<file path="config.mk">
export PLATFORM = sky130hd
export DESIGN_NAME = fifo_flat
export DESIGN_NICKNAME = d
export VERILOG_FILES = /design/src/rtl/fifo_if.sv /design/src/rtl/fifo.sv /design/src/flat_wrapper.sv
export SDC_FILE = /design/constraint.sdc
export NUM_CORES = 1
export LEC_CHECK = 0
export CAP_MARGIN = 10
export CELL_PAD_IN_SITES_DETAIL_PLACEMENT = 1
export CELL_PAD_IN_SITES_GLOBAL_PLACEMENT = 1
export CORE_ASPECT_RATIO = 0.6
export CORE_MARGIN = 2
export CORE_UTILIZATION = 37
export DETAILED_ROUTE_END_ITERATION = 7
export PLACE_DENSITY_LB_ADDON = 0.15
export SLEW_MARGIN = 20
export SYNTH_ARGS = -nofsm -noshare
export SYNTH_HDL_FRONTEND = slang
export SYNTH_SLANG_ARGS = --single-unit
</file>
<file path="constraint.sdc">
create_clock -name clk -period 5.5 [get_ports clk]
set_input_delay 1.1 -clock clk [delete_from_list [all_inputs] [get_ports clk]]
set_output_delay 1.1 -clock clk [all_outputs]
set_load 0.02 [all_outputs]
</file>
<file path="src/rtl/fifo_if.sv">
// Producer/consumer-facing bundle of the byte FIFO: request strobes, data and status.
// No latency of its own; backpressure is signalled to the producer through full.
// The producer and consumer side uses the master modport, the FIFO uses slave.
interface fifo_if #(
    parameter int DATA_WIDTH = 8,
    parameter int DEPTH      = 8
) ();
    localparam int CNT_W = $clog2(DEPTH) + 1;

    logic                  write;
    logic                  read;
    logic [DATA_WIDTH-1:0] data_in;
    logic [DATA_WIDTH-1:0] data_out;
    logic                  full;
    logic                  empty;
    logic [CNT_W-1:0]      count;
    logic                  overflow;
    logic                  underflow;

    modport master (
        output write, read, data_in,
        input  data_out, full, empty, count, overflow, underflow
    );

    modport slave (
        input  write, read, data_in,
        output data_out, full, empty, count, overflow, underflow
    );
endinterface

</file>
<file path="src/rtl/fifo.sv">
// Single-clock FIFO that decouples a producer from a consumer on the same clk.
// One-cycle read latency: data_out is registered and updates on the edge that accepts the read.
// A write into a full FIFO is dropped with an overflow pulse unless a read frees a slot on the same edge.
module fifo #(
    parameter int DATA_WIDTH = 8,
    parameter int DEPTH      = 8
) (
    input  logic   clk,
    input  logic   reset,
    fifo_if.slave  bus
);
    localparam int CNT_W = $clog2(DEPTH) + 1;
    localparam int PTR_W = $clog2(DEPTH);

    logic [DATA_WIDTH-1:0] mem_q [DEPTH];
    logic [PTR_W-1:0]      wr_ptr_q, wr_ptr_d;
    logic [PTR_W-1:0]      rd_ptr_q, rd_ptr_d;
    logic [CNT_W-1:0]      count_q, count_d;
    logic [DATA_WIDTH-1:0] data_out_q, data_out_d;
    logic                  overflow_q, overflow_d;
    logic                  underflow_q, underflow_d;

    logic full, empty, rd_acc, wr_acc;

    assign full  = (count_q == CNT_W'(DEPTH));
    assign empty = (count_q == '0);

    // A read on a full FIFO frees the slot the simultaneous write lands in.
    assign rd_acc = bus.read && !empty;
    assign wr_acc = bus.write && (!full || rd_acc);

    always_comb begin
        wr_ptr_d    = wr_ptr_q;
        rd_ptr_d    = rd_ptr_q;
        count_d     = count_q;
        data_out_d  = data_out_q;
        overflow_d  = bus.write && full && !rd_acc;
        underflow_d = bus.read && empty;

        if (wr_acc) begin
            wr_ptr_d = wr_ptr_q + PTR_W'(1);
        end
        if (rd_acc) begin
            rd_ptr_d   = rd_ptr_q + PTR_W'(1);
            data_out_d = mem_q[rd_ptr_q];
        end
        case ({wr_acc, rd_acc})
            2'b10:   count_d = count_q + CNT_W'(1);
            2'b01:   count_d = count_q - CNT_W'(1);
            default: count_d = count_q;
        endcase
    end

    always_ff @(posedge clk or negedge reset) begin
        if (!reset) begin
            wr_ptr_q    <= '0;
            rd_ptr_q    <= '0;
            count_q     <= '0;
            data_out_q  <= '0;
            overflow_q  <= 1'b0;
            underflow_q <= 1'b0;
        end else begin
            wr_ptr_q    <= wr_ptr_d;
            rd_ptr_q    <= rd_ptr_d;
            count_q     <= count_d;
            data_out_q  <= data_out_d;
            overflow_q  <= overflow_d;
            underflow_q <= underflow_d;
        end
    end

    // Storage is deliberately left out of reset; occupancy tracking makes stale entries unreachable.
    always_ff @(posedge clk) begin
        if (wr_acc) begin
            mem_q[wr_ptr_q] <= bus.data_in;
        end
    end

    assign bus.data_out  = data_out_q;
    assign bus.full      = full;
    assign bus.empty     = empty;
    assign bus.count     = count_q;
    assign bus.overflow  = overflow_q;
    assign bus.underflow = underflow_q;
endmodule

</file>
<file path="src/flat_wrapper.sv">
// flat-port wrapper written by rule: the top's interface ports become plain ports
module fifo_flat 
#(
    parameter int DATA_WIDTH = 8,
    parameter int DEPTH      = 8
)
  (clk, reset, bus_write, bus_read, bus_data_in, bus_data_out, bus_full, bus_empty, bus_count, bus_overflow, bus_underflow);
  fifo_if #(.DATA_WIDTH(DATA_WIDTH), .DEPTH(DEPTH)) bus_i ();
  input  logic clk;
  input  logic reset;
  input wire logic [$bits(bus_i.write)-1:0] bus_write;
  input wire logic [$bits(bus_i.read)-1:0] bus_read;
  input wire logic [$bits(bus_i.data_in)-1:0] bus_data_in;
  output wire logic [$bits(bus_i.data_out)-1:0] bus_data_out;
  output wire logic [$bits(bus_i.full)-1:0] bus_full;
  output wire logic [$bits(bus_i.empty)-1:0] bus_empty;
  output wire logic [$bits(bus_i.count)-1:0] bus_count;
  output wire logic [$bits(bus_i.overflow)-1:0] bus_overflow;
  output wire logic [$bits(bus_i.underflow)-1:0] bus_underflow;
  assign bus_i.write = bus_write;
  assign bus_i.read = bus_read;
  assign bus_i.data_in = bus_data_in;
  assign bus_data_out = bus_i.data_out;
  assign bus_full = bus_i.full;
  assign bus_empty = bus_i.empty;
  assign bus_count = bus_i.count;
  assign bus_overflow = bus_i.overflow;
  assign bus_underflow = bus_i.underflow;
  fifo #(.DATA_WIDTH(DATA_WIDTH), .DEPTH(DEPTH)) u_core (.clk(clk), .reset(reset), .bus(bus_i));
endmodule
</file>
After elaboration in Yosys (flattened, before gate mapping)
Memory sizes are Yosys's and may differ from the RTL's. A register that Yosys moved wholly into a read port is not among the register bits.
Index checks and enable logic that the tools add are counted.
{ "totals": {"reg_bits": 12, "ram_bits": 64, "in_bits": 12, "out_inout_bits": 16, "wordCells": 28, "memories": 1} }
{ "memory_table": {"columns": ["memory", "words", "word_bits", "read_ports", "rd_clocked_by_memory_dff", "write_ports", "line_no", "source"], "rows": [
  ["u_core.mem_q", 8, 8, 1, 1, 1, "fifo.sv:15", "logic [DATA_WIDTH-1:0] mem_q [DEPTH];"]
]} }
{ "classes": {"addsub": 4, "n_eq_ne": 3, "mux": 3, "n_reduce_logical": 12} }
{ "ops": {"columns": ["operator", "n"], "rows": [
  ["4-bit case mux with 2 select lines", 1],
  ["3-bit by 1-bit adder with 3-bit output (second input constant)", 2],
  ["1-bit logical AND", 5],
  ["4-bit by 1-bit adder with 4-bit output (second input constant)", 1],
  ["4-bit equality test (second input constant)", 1],
  ["1-bit zero test", 4],
  ["4-bit zero test", 1],
  ["4-bit by 1-bit subtractor with 4-bit output (second input constant)", 1],
  ["2-bit by 1-bit equality test with 1-bit output (second input constant)", 1],
  ["2-bit equality test (second input constant)", 1],
  ["1-bit 2-to-1 mux", 2],
  ["2-bit nonzero test", 1],
  ["1-bit logical OR", 1]
]} }

Longest topological paths before layout
Gate-level depths: netlist of run 1.
{ "logic_depth": {"word_depth": 7, "mapped_depth": 11, "mapped_depth_nobuf": 10} }

Worst setup path after synthesis of run 1
No wires, ideal clock.
{ "synth_timing": {"kind": "reg2reg", "from": "register u_core.count_q[1] (netlist: u_core.bus.count[1])", "to": "register u_core.count_q[2] (netlist: u_core.bus.count[2])", "setup_ps": 137, "arrival_time_ps": 2517, "t_required_ps": 5363, "path_slack_ps": 2846, "path_stages_with_launch": 12, "path_buffers": 1, "period_less_slack_ps": 2654, "cell_sequence": "dfrtp_1 nor4_2 nand2b_1 buf_4 inv_2 ha_1 xor2_1 ha_1 a21oi_1 xor2_1 nor2_1 xor2_1"} }
{ "synth_between": {"elab_chain_cells": 7, "word_cells_on_any_way": 13, "cone_classes": "add/sub: 2; eq/ne: 3; mux: 1; reduce/logical: 7"} }
{ "synth_rtl": {"columns": ["element", "line_no", "source"], "rows": [
  ["start: declaration", "fifo.sv:18", "logic [CNT_W-1:0] count_q, count_d;"],
  ["start signal: assignment", "fifo.sv:65", "count_q <= count_d;"],
  ["4-bit zero test *", "fifo.sv:26", "assign empty = (count_q == '0);"],
  ["via bus_empty", "flat_wrapper.sv:16", "output wire logic [$bits(bus_i.empty)-1:0] bus_empty;"],
  ["1-bit zero test *", "fifo.sv:29", "assign rd_acc = bus.read && !empty;"],
  ["1-bit logical AND *", "fifo.sv:29", null],
  ["via u_core.rd_acc", "fifo.sv:23", "logic full, empty, rd_acc, wr_acc;"],
  ["1-bit logical OR", "fifo.sv:30", "assign wr_acc = bus.write && (!full || rd_acc);"],
  ["1-bit logical AND", "fifo.sv:30", null],
  ["2-bit by 1-bit equality test with 1-bit output / 2-bit equality test (equally long branches)", "fifo.sv:47", "case ({wr_acc, rd_acc})"],
  ["4-bit case mux with 2 select lines / 2-bit nonzero test (equally long branches)", null, null]
]} }
The timed path passes the listed nets; every way through them passes the cells marked *.
A chain may end at the register's enable or synchronous reset.

Worst setup path in the final report of run 1
{ "layout_timing": {"from": "input port bus_read", "to": "register u_core.count_q[2] (netlist: u_core.bus.count[2])"} }
{ "layout_between": {"elab_chain_cells": 5, "word_cells_on_any_way": 7, "cone_classes": "eq/ne: 2; mux: 1; reduce/logical: 4"} }
{ "layout_rtl": {"columns": ["element", "line_no", "source"], "rows": [
  ["start: declaration", "flat_wrapper.sv:12", "input wire logic [$bits(bus_i.read)-1:0] bus_read;"],
  ["1-bit logical AND *", "fifo.sv:29", null],
  ["via u_core.rd_acc", "fifo.sv:23", null],
  ["1-bit logical OR", "fifo.sv:30", null],
  ["1-bit logical AND", "fifo.sv:30", null],
  ["2-bit by 1-bit equality test with 1-bit output / 2-bit equality test (equally long branches)", "fifo.sv:47", null],
  ["4-bit case mux with 2 select lines / 2-bit nonzero test (equally long branches)", null, null]
]} }
Marked as above.

==> metrics.md, run 1 <==
| Metric | Value |
|---|---|
| Pre-antenna DRT Iters | 4 |
| Fin crit share | 58.61% |
| Final Hold Fails | 0 |
| Post-CTS setup buffers | 0 |
| CTS tree | yes |
| Max_cap viols | 0 |
| Clock tree buffer depth | 2 |
| Slowest CP cell | nand2b_1 |
| Leak Pwr | 1.459 nW |
| Seq/Total Area, Yosys | 70.79% |
| Starting DRT DRC Count | 132 |
| Clk slew on worst S/H paths | 0.06 ns |
| Drt drc | 0 |
| Fraction of registers with async set/reset | 23.81% |
| N_diodes | 0 |
| Yosys warning count | 0 |
| Final Max Slew Viols | 0 |
| DR vias | 1,884 |
| First-pass GRT wire length | roughly 11 mm |
| Die H | 78.50 um |
| Finished Cell Area | 0.004081 mm2 |
| Die ar. | between 0.01 and 0.015 mm2 |
| Worst Skew | 0.003422 ns |
| Syn Area/Cell | 16.07 um2 |
| Worst Slack Setup Final | 2.276 ns |
| Vias per inst | 5.134 |
| Critical path's top delay family | buffers and inverters |
| Initial cell density of the core | 37.66% |
| WL/cell | 20.08 um |
| Pwr dens | 542.7 mW/mm2 |
| Worst endpoint data arrival time | 3.43 ns |
| Top Ports | 28 |
| Nets | 263 |
| Post-synth cell types | 34 |
| Largest net degree at the start of global routing | 35 |
| Post-synth EDFFs | 64 |
| Clk Latency, worst-skew pair | ~0.34 ns |
| Setup TNS | 0 ns |
| Status | finished, final reports clean |
| RSZ-0062 raised after global routing | false |
| Pwr Total | ~0.0022 W |
| Syn nets | 230 |
| Crit end category | flop |
| Final setup fails | 0 |
| Clock sinks | 84 |
| Startpoint types | primary input |
| Main flop type after synthesis | edfxtp_1 |
| Most frequent cells in the layout | edfxtp_1 (64), clkdlybuf4s50_1 (27), dfrtp_1 (20) |
| Synthesized area | 0.003422 mm2 |
| Antenna violations before repair | 0 |
| Register bit total from synthesis | 84 |
| Num CTS Buffers | 9 |
| Worst path required time | 5.71 ns |
| Post-route ant nets | 0 |
| RD Place Congestion | ~0.67 |
| Dpl hpwl | 4.665 mm |
| Overall Global Routing Usage | 16.07% |
| Commonest non-fill, non-tap cell in the layout | edfxtp_1 |
| P&R area growth vs syn | 19.27% |
| Period minus WS final | 3.224 ns |
| H-tree depth | 3 |
| Type of the worst min-delay path | reg2reg |
| Drt total wl | 7.368 mm |
| Worst setup path class | in2reg |
| Cells after Synth | 213 |
| Placed cell area | 0.003821 mm2 |
| Final Util | between 40% and 50% |
| Core Box Area | 0.009087 mm2 |
| Port-buffer cells | 27 |
| Tightest Pin Transition | roughly 1.1 ns |
| Max incr delay on CP | 0.54 ns |
| Vias in the first global route | 1,913 |
| CTS root buf | clkbuf_16 |
| Fill cells | 890 |
| Post-CTS sizing | 0 |
| CP dominant cell by count | xor2_1 |
| Critical-path maximum fanout | 19 |
| CP Buf/Inv Count | 2 |
| Peak VDD IR | 216.6 uV |
| Row count | 27 |
| CP Cell Sequence | clkdlybuf4s50_1 -> nand2b_1 -> inv_2 -> ha_1 -> xor2_1 -> ha_1 -> a21oi_1 -> xor2_1 -> nor2_1 -> xor2_1 |
| Dpl ws | 1.931 ns |
| Hold-fix buffers at CTS | 0 |
| Highest clock rate | between 0.3 and 0.4 GHz |
| Total grt overflow | 0 |
| Layout cell share with drive strength beyond 1 | between 10% and 20% |
| Die outline width | 128.2 um |
| Slew margin rel. | 27.82% |
-- state kept, by name (all words and copies together), names as in the netlist --
| signal | flops |
|---|---|
| u_core.bus.count | 4 |
| u_core.bus.data_out | 8 |
| u_core.bus.overflow | 1 |
| u_core.bus.underflow | 1 |
| u_core.mem_q | 64 |
| u_core.rd_ptr_q | 3 |
| u_core.wr_ptr_q | 3 |
-- through the flow --
step / hold slack, ns / std cells
after floorplan: 0.5059 / 213
after global placement: 0.4763 / 351
after detailed placement: 0.4812 / 351
after CTS: 0.4986 / 367
after global routing: 0.5305 / 367
final: 0.4891 / 367
-- Yosys cell counts, types with 2 or more instances --
library cell / n / area share (%)
dfrtp_1: 20 / 15
xor2_1: 3 / 0.77
o22ai_1: 8 / 1.5
nor3_1: 5 / 0.73
mux2i_1: 16 / 4.7
xnor2_1: 6 / 1.5
o21ai_1: 8 / 1.2
mux2_2: 17 / 5.6
buf_4: 4 / 0.88
buf_6: 2 / 0.66
nand2_1: 17 / 1.9
nand2_2: 2 / 0.37
nor2_1: 5 / 0.55
ha_1: 5 / 1.8
a221o_1: 8 / 2.3
nor4_1: 2 / 0.37
nand2b_1: 5 / 0.91
edfxtp_1: 64 / 56
-- worst register-to-register path, delay by kind of cell, from the launching register on --
kind | cells | cell delay [ns]
and+or+nand+nor | 3 | 1.04
adders and majority gates | 2 | 0.48
xor gates and xnor gates | 3 | 0.47
DFF | 1 | 0.47
AOI/OAI and AO/OA | 1 | 0.15
buffers and inverters | 1 | 0.13
-- routing by layer --
| layer | vias to the layer above | GRT usage [%] | share of wire, % |
|---|---|---|---|
| met2 | 24 | 21.98 | 41 |
| met3 | 11 | 5.385 | 3.9 |
| met4 | 0 | 4.615 | 1.2 |
| met1 | 966 | 24.05 | 54 |
| li1 | 883 | - | - |
| met5 | - | 0 | 0 |
-- report_power, final --
part           total (W)  internal (W)  switching [W]
clock network   0.000534      0.000301       0.000233
registers       0.000930      0.000829       0.000101
logic           0.000751      0.000336       0.000415
-- final timing paths --
kind | from | endpoint | slack (ns) | cells past startpoint
setup reg to reg | u_core.bus.count[1] | u_core.bus.count[2] | 2.64 | 10
setup / recovery | bus_read | u_core.bus.count[2] | 2.28 | 10
max in group asynchronous | reset | u_core.bus.data_out[4] | 3.62 | 1
hold / removal | u_core.bus.data_out[6] | u_core.bus.data_out[6] | 0.49 | 2
hold reg to reg | u_core.bus.data_out[6] | u_core.bus.data_out[6] | 0.49 | 2
min in group asynchronous | reset | u_core.bus.count[0] | 1.30 | 1
-- kinds of logic (layout without fill, tap and decap cells) --
kind of cell               count (synthesis)  after routing  synth area share (%)
muxes                                     33             33                 10.27
DFF                                       84             84                 70.79
adders and majority gates                  5              5                 1.828
AOI/OAI and AO/OA                         27             27                 5.814
and+or+nand+nor                           44             44                 6.764
xor gates and xnor gates                   9              9                 2.304
buffers and inverters                     11             49                 2.230
-- cell type report --
| cell class | count | area [um2] | area share (%) |
|---|---|---|---|
| Clock buffer | 10 | 229.0 | 5.610 |
| Sequential cell | 84 | 2422 | 59.35 |
| Tap cell | 116 | 145.1 | 3.556 |
| Multi-Input combinational cell | 118 | 944.7 | 23.15 |
| Inverter | 3 | 16.27 | 0.3985 |
| Clock inverter | 6 | 31.28 | 0.7664 |
| Timing Repair Buffer | 30 | 292.8 | 7.174 |
Power figures use the tool's default switching activity.
==> inputs of run 2 (changes only) <==
==> constraint.sdc (replaced) <==
create_clock -name clk -period 3.04 [get_ports clk]
set_input_delay 0.608 -clock clk [delete_from_list [all_inputs] [get_ports clk]]
set_output_delay 0.608 -clock clk [all_outputs]
set_load 0.02 [all_outputs]
==> run 2 against run 1 <==
Against the previous run:
- die area stayed put
- clock power grew 110%
- register-to-register slack got worse by 2.3 ns
- sequential power rose by 81%
- flip-flop and latch count unchanged
- via count is 2.1% higher
- wire length up 0.98%
- sequential share of layout area down 1.3 points
- critical path depth shrank 7
- clock-buffer cell count rose by 1
- final cell count increased by 2.2%
- design area increased by 2.3%
==> metrics.md, run 2 (synthesis gave the netlist of run 1 again) <==
| Metric | Value |
|---|---|
| Status | finished, final reports clean |
| Tightest Pin Transition | 0.6735 ns (-0.4052 ns) |
| Period minus WS final | 2.686 ns |
| Slew margin rel. | 55.00% (+27 points) |
| Layout cell share with drive strength beyond 1 | 18.53% (+0.60 points) |
| H-tree depth | 3 (unchanged) |
| Final setup fails | 0 (unchanged) |
| Reg power frac | 40.0% (-2.0 points) |
| Starting DRT DRC Count | 130 (-1.5%) |
| Fill cells | 897 (+0.79%) |
| Placed Cells | 359 (+2.3%) |
| Vias in the first global route | 2,026 (+5.9%) |
| FF-to-FF Start | u_core.bus.count[1] |
| Clk Latency, worst-skew pair | 0.33 ns (about the same) |
| Worst path required time | 2.43 ns (-3.28 ns) |
| Final Hold Fails | 0 (unchanged) |
| Pwr dens | 1005 mW/mm2 (+85%) |
| RSZ-0062 raised after global routing | false |
| Port-buffer cells | 27 (unchanged) |
| P&R area growth vs syn | 22.01% |
| Vias per inst | 5.131 (about the same) |
| Switching share of power | 32.24% (-1.6 points) |
| Type of the worst min-delay path | reg2reg |
| Largest net degree at the start of global routing | 35 (unchanged) |
| Worst Skew | 0.004144 ns (+0.0007217 ns) |
| Num CTS Buffers | 9 (unchanged) |
| Final Max Slew Viols | 0 (unchanged) |
| Hold Path Cell Cnt | 2 (unchanged) |
| Row count | 27 (unchanged) |
| Die outline width | 128.2 um (unchanged) |
| Pre-antenna DRT Iters | 4 (unchanged) |
| Total grt overflow | 0 (unchanged) |
| Commonest non-fill, non-tap cell in the layout | edfxtp_1 |
| Non-Filler Instances | 375 (+2.2%) |
| Die H | 78.50 um (unchanged) |
| Fin crit share | 88.35% |
| Pwr Total | 0.004197 W (+89%) |
| Setup TNS | 0 ns (unchanged) |
| DR vias | 1,924 (+2.1%) |
| Initial cell density of the core | 37.66% (unchanged) |
| Core Box Area | 0.009087 mm2 (unchanged) |
| R2r endpoint | u_core.bus.count[2] |
| Most frequent cells in the layout | edfxtp_1 (64), clkdlybuf4s50_1 (27), dfrtp_1 (20) |
| Leak Pwr | 1.517 nW (+3.9%) |
| RD Place Congestion | 0.6763 (+1.6%) |
| Post-CTS setup buffers | 0 (unchanged) |
| NetSw | 0.001353 W (+81%) |
| Post-CTS sizing | 0 (unchanged) |
| CTS tree | yes |
| Drt total wl | 7.440 mm (+0.98%) |
| Most flop-heavy register | u_core.mem_q |
| P_int | 0.002844 W (+94%) |
| Clk slew on worst S/H paths | 0.06 ns (about the same) |
| Drt drc | 0 (unchanged) |
| Gate power share | 33.1% (-0.8 points) |
| Peak VDD IR | 370.3 uV (+71%) |
| N_diodes | 0 (unchanged) |
| WL/cell | 19.84 um (-1.2%) |
| Post-route ant nets | 0 (unchanged) |
| Clock sinks | 84 (unchanged) |
| Crit end category | primary output |
| CTS root buf | clkbuf_16 |
| Worst setup path class | reg2out |
| Max FFs per register | 64 (unchanged) |
| Clock tree buffer depth | 2 (unchanged) |
| Worst Reg-to-Reg Cells | 10 (unchanged) |
| Dpl hpwl | 4.898 mm (+5.0%) |
| Worst min-delay path startpoint | u_core.bus.data_out[3] |
| First-pass GRT wire length | 11.51 mm (+1.5%) |
| Hold-fix buffers at CTS | 0 (unchanged) |
| Highest clock rate | between 0.3 and 0.4 GHz |
| Clock share of power | 26.9% (+2.8 points) |
| Top Ports | 28 (unchanged) |
| Die ar. | 0.01006 mm2 (unchanged) |
| Startpoint types | flop |
| Hold_ws | 0.4870 ns (-0.002136 ns) |
| Hold Crit Endpoint | u_core.bus.data_out[3] |
| Internal reg-to-reg setup slack | 0.38 ns (-2.26 ns) |
| Nets | 271 (+3.0%) |
| Max_cap viols | 0 (unchanged) |
| Antenna violations before repair | 0 (unchanged) |
| Overall Global Routing Usage | 16.10% (+0.029 points) |
| Worst endpoint data arrival time | 2.08 ns (-1.35 ns) |
| Final Util | 45.95% (+1.0 points) |
| Critical-path maximum fanout | 8 (-11) |
==> run 2: cell types whose count changed in the layout (fill, tap and decap cells not counted), moves of 2 or more <==
cell and delta:
buf_4 +8, clkinv_2 -4, nor3_1 +3, nor3_2 -3
bufinv_16 +2
==> run 2: how the worst max path moves through the flow <==
stage                     slack (ns)             endpoint  cells past startpoint           startpoint
after floorplan                 0.39  u_core.bus.count[2]                     11  u_core.bus.count[1]
after global placement          0.41  u_core.bus.count[2]                     10             bus_read
after detailed placement        0.34  u_core.bus.count[2]                     10             bus_read
after CTS                       0.32             bus_full                      3  u_core.bus.count[1]
after global routing            0.19  u_core.bus.count[2]                     10  u_core.bus.count[1]
final                           0.35             bus_full                      3  u_core.bus.count[1]
==> run 2: power by group through the flow <==
stage / sequential, W / combinational, W / clock (W)
6_report: 0.00168 / 0.00139 / 0.00113
2_1_floorplan: 0.00176 / 0.000818 / 0
3_5_place_dp: 0.00170 / 0.00142 / 0
3_3_place_gp: 0.00169 / 0.00140 / 0
4_1_cts: 0.00168 / 0.00142 / 0.00116
5_1_grt: 0.00171 / 0.00151 / 0.00121
==> run 2: metal layers <==
metal | share of wire, % | routed length, um | global-route usage [%] | up-vias
li1 | - | - | - | 896
met1 | 53 | 3908 | 24.31 | 986
met2 | 42 | 3131 | 22.30 | 37
met3 | 4.5 | 333 | 4.158 | 5
met4 | 0.89 | 66 | 5.604 | 0
met5 | 0 | 0 | 0 | -
==> run 2: worst max-delay path: stages (launching register included) <==
cell	delay (ns)
dfrtp_1	0.47
or4b_4	0.60
inv_1	0.07
clkdlybuf4s50_1	0.60
==> run 2: final cells by class <==
class / instances / area, um2 / share of cell area [%]
clock buffers: 11 / 232.7 / 5.574
multi-input cells: 118 / 929.6 / 22.27
inverters: 3 / 16.27 / 0.3896
flip-flops and latches: 84 / 2422 / 58.02
clock inverters: 5 / 76.32 / 1.828
repair buffers: 38 / 352.8 / 8.451
well taps: 116 / 145.1 / 3.476
==> run 2: per-stage QoR <==
stage | setup slack [ns] | cell area, um2
finish | 0.3541 | 4175
detailed placement | 0.3438 | 3866
global route | 0.1896 | 4175
floorplan | 0.3863 | 3422
CTS | 0.3208 | 4175
global placement | 0.4087 | 3866
==> RTL change, RTL diff (config.mk and constraints of run 2) <==
`DEPTH` is set to 8 in 3 places; all go to 16.
--- a/src/rtl/fifo_if.sv
+++ b/src/rtl/fifo_if.sv
@@ -3,7 +3,7 @@
 // The producer and consumer side uses the master modport, the FIFO uses slave.
 interface fifo_if #(
     parameter int DATA_WIDTH = 8,
-    parameter int DEPTH      = 8
+    parameter int DEPTH      = 16
 ) ();
     localparam int CNT_W = $clog2(DEPTH) + 1;
 
--- a/src/rtl/fifo.sv
+++ b/src/rtl/fifo.sv
@@ -3,7 +3,7 @@
 // A write into a full FIFO is dropped with an overflow pulse unless a read frees a slot on the same edge.
 module fifo #(
     parameter int DATA_WIDTH = 8,
-    parameter int DEPTH      = 8
+    parameter int DEPTH      = 16
 ) (
     input  logic   clk,
     input  logic   reset,
--- a/src/flat_wrapper.sv
+++ b/src/flat_wrapper.sv
@@ -2,7 +2,7 @@
 module fifo_flat 
 #(
     parameter int DATA_WIDTH = 8,
-    parameter int DEPTH      = 8
+    parameter int DEPTH      = 16
 )
   (clk, reset, bus_write, bus_read, bus_data_in, bus_data_out, bus_full, bus_empty, bus_count, bus_overflow, bus_underflow);
   fifo_if #(.DATA_WIDTH(DATA_WIDTH), .DEPTH(DEPTH)) bus_i ();
Interface: changed (resized bus_count); port bits go from 28 to 29. The function was not compared with the original's and may differ.
==> RTL change against run 2 <==
Utilization shrank 1.2 points. Count of clock-buffer cells in the layout is 6 higher. Sequential share of layout area up 3.1 points. Worst setup slack got worse by 0.25 ns. Sequential cell count grew 67. Routed wire length rose by 85%. Largest power group unchanged. Area after synthesis rose by 78%. Combinational power increased by 52%. Design area increased by 73%. Total power is 70% higher. Register-to-register slack improved by 0.04 ns. Largest cell class unchanged.
==> RTL change: results (changes against run 2) <==
| Metric | Value |
|---|---|
| Layout cells sized above 1 | `21.3% (+2.7 points)` |
| Post-synth top cells | `edfxtp_1, mux4_2, dfrtp_1` |
| Area contributors post-synth | `edfxtp_1, mux4_2, dfrtp_1` |
| CP max-delay cell | `or4_4` |
| CP max stage delay | `0.68 ns (+0.08 ns)` |
| CTS HTree Levels | `4 (+1)` |
| Worst EP arrival | `2.32 ns (+0.24 ns)` |
| Post-synth EDFFs | `128 (+100%)` |
| M1 GR Usage | `26.3% (+2.0 points)` |
| Worst path top cell family by delay | `simple AND/OR/NAND/NOR gates` |
| Worst-Skew Late Latency | `0.42 ns (+0.09 ns)` |
| Met2 GRT Util | `24.7% (+2.4 points)` |
| Post-synthesis sequential area ratio | `72.6% (+1.9 points)` |
| Layout net count | `372 (+37%)` |
| Starting DRT DRC Count | `252 (+94%)` |
| CP Max Fanout | `11 (+3)` |
| Initial antenna violation count | `1 (+1)` |
| IO Port Bufs | `28 (+3.7%)` |
| Setup Skew | `0.0103 ns (+0.00617 ns)` |
| Post-Syn Nets | `333 (+45%)` |
| Dpl hpwl | `8.77 mm (+79%)` |
| Async SR Flop Fraction | `15.2% (-8.6 points)` |
| Detailed Route WL | `13.8 mm (+85%)` |
| Status | `completed` |
| Lkg Pwr | `2.48 nW (+63%)` |
| Number of flip-flops in the largest register | `128 (+100%)` |
| Worst vdd ir | `0.387 mV (+4.6%)` |
| Met3 usage | `4.26% (+0.10 points)` |
| Vias | `3,074 (+60%)` |
| Vias in the first global route | `3,278 (+62%)` |
-- RTL change: logic make-up (layout without fill, tap and decap cells) --
kind of cell	count (synthesis)	in the layout	share of synthesized area, %
AOI/OAI and AO/OA	22	22	3.06
DFF	151	151	72.6
adders and majority gates	6	6	1.23
buffers and inverters	19	71	1.48
and+or+nand+nor	56	56	5.08
muxes	51	51	15.1
xor gates and xnor gates	10	10	1.44
-- RTL change: final timing paths --
kind / start / endpoint / slack, ns / cells past startpoint
worst max-delay path: u_core.bus.count[0] / bus_empty / 0.11 / 3
min in group asynchronous: reset / u_core.wr_ptr_q[1] / 0.55 / 2
max in group asynchronous: reset / u_core.bus.data_out[4] / 2.22 / 2
worst max register to register: u_core.bus.count[0] / u_core.bus.count[4] / 0.42 / 9
worst min register to register: u_core.bus.data_out[2] / u_core.bus.data_out[2] / 0.50 / 2
worst min-delay path: u_core.bus.data_out[2] / u_core.bus.data_out[2] / 0.50 / 2
-- RTL change: per-layer routing --
metal  up-vias  routed length (um)
met4         0                 138
met3        12                 662
li1       1341                   -
met5         -                   0
met2        71                5920
met1      1650                7040
-- RTL change: worst register-to-register path: cells and delay by family (launching register included) --
| kind | cells | cell delay [ns] |
|---|---|---|
| simple gates | 4 | 1.24 |
| compound gates | 3 | 0.42 |
| xor+xnor | 1 | 0.15 |
| flops | 1 | 0.46 |
| fa+ha+maj | 1 | 0.24 |
-- RTL change: final cells by class --
| type | count | area [um^2] |
|---|---|---|
| Fill cell | 1516 | 8940 |
| Sequential cell | 151 | 4420 |
| Multi-Input combinational cell | 145 | 1570 |
| Clock buffer | 17 | 425 |
| Timing Repair Buffer | 35 | 335 |
| Tap cell | 209 | 262 |
| Clock inverter | 15 | 204 |
| Inverter | 4 | 15.0 |
-- RTL change: where the power goes --
part / switching [mW] / internal, mW
logic: 1.17 / 0.937
registers: 0.192 / 2.57
clock network: 0.927 / 1.33
total: 2.29 / 4.84
-- RTL change: timing repair --
| item | CTS | global route |
|---|---|---|
| hold buffers | 0 | 0 |
| setup endpoints to repair | 0 | 2 |
| setup buffers | 0 | 0 |
| resized for setup | 0 | 1 |
-- RTL change: stage by stage --
step	cell area, um^2	std cells	power, mW	worst slack [ns]	hold slack, ns
5_1_grt	7230	576	7.47	0.0179	0.531
3_5_place_dp	6600	544	4.94	0.315	0.491
6_report	7230	576	7.13	0.108	0.505
3_3_place_gp	6600	544	4.90	0.380	0.468
4_1_cts	7230	576	7.22	0.0281	0.503
2_1_floorplan	6080	315	4.16	0.480	0.312
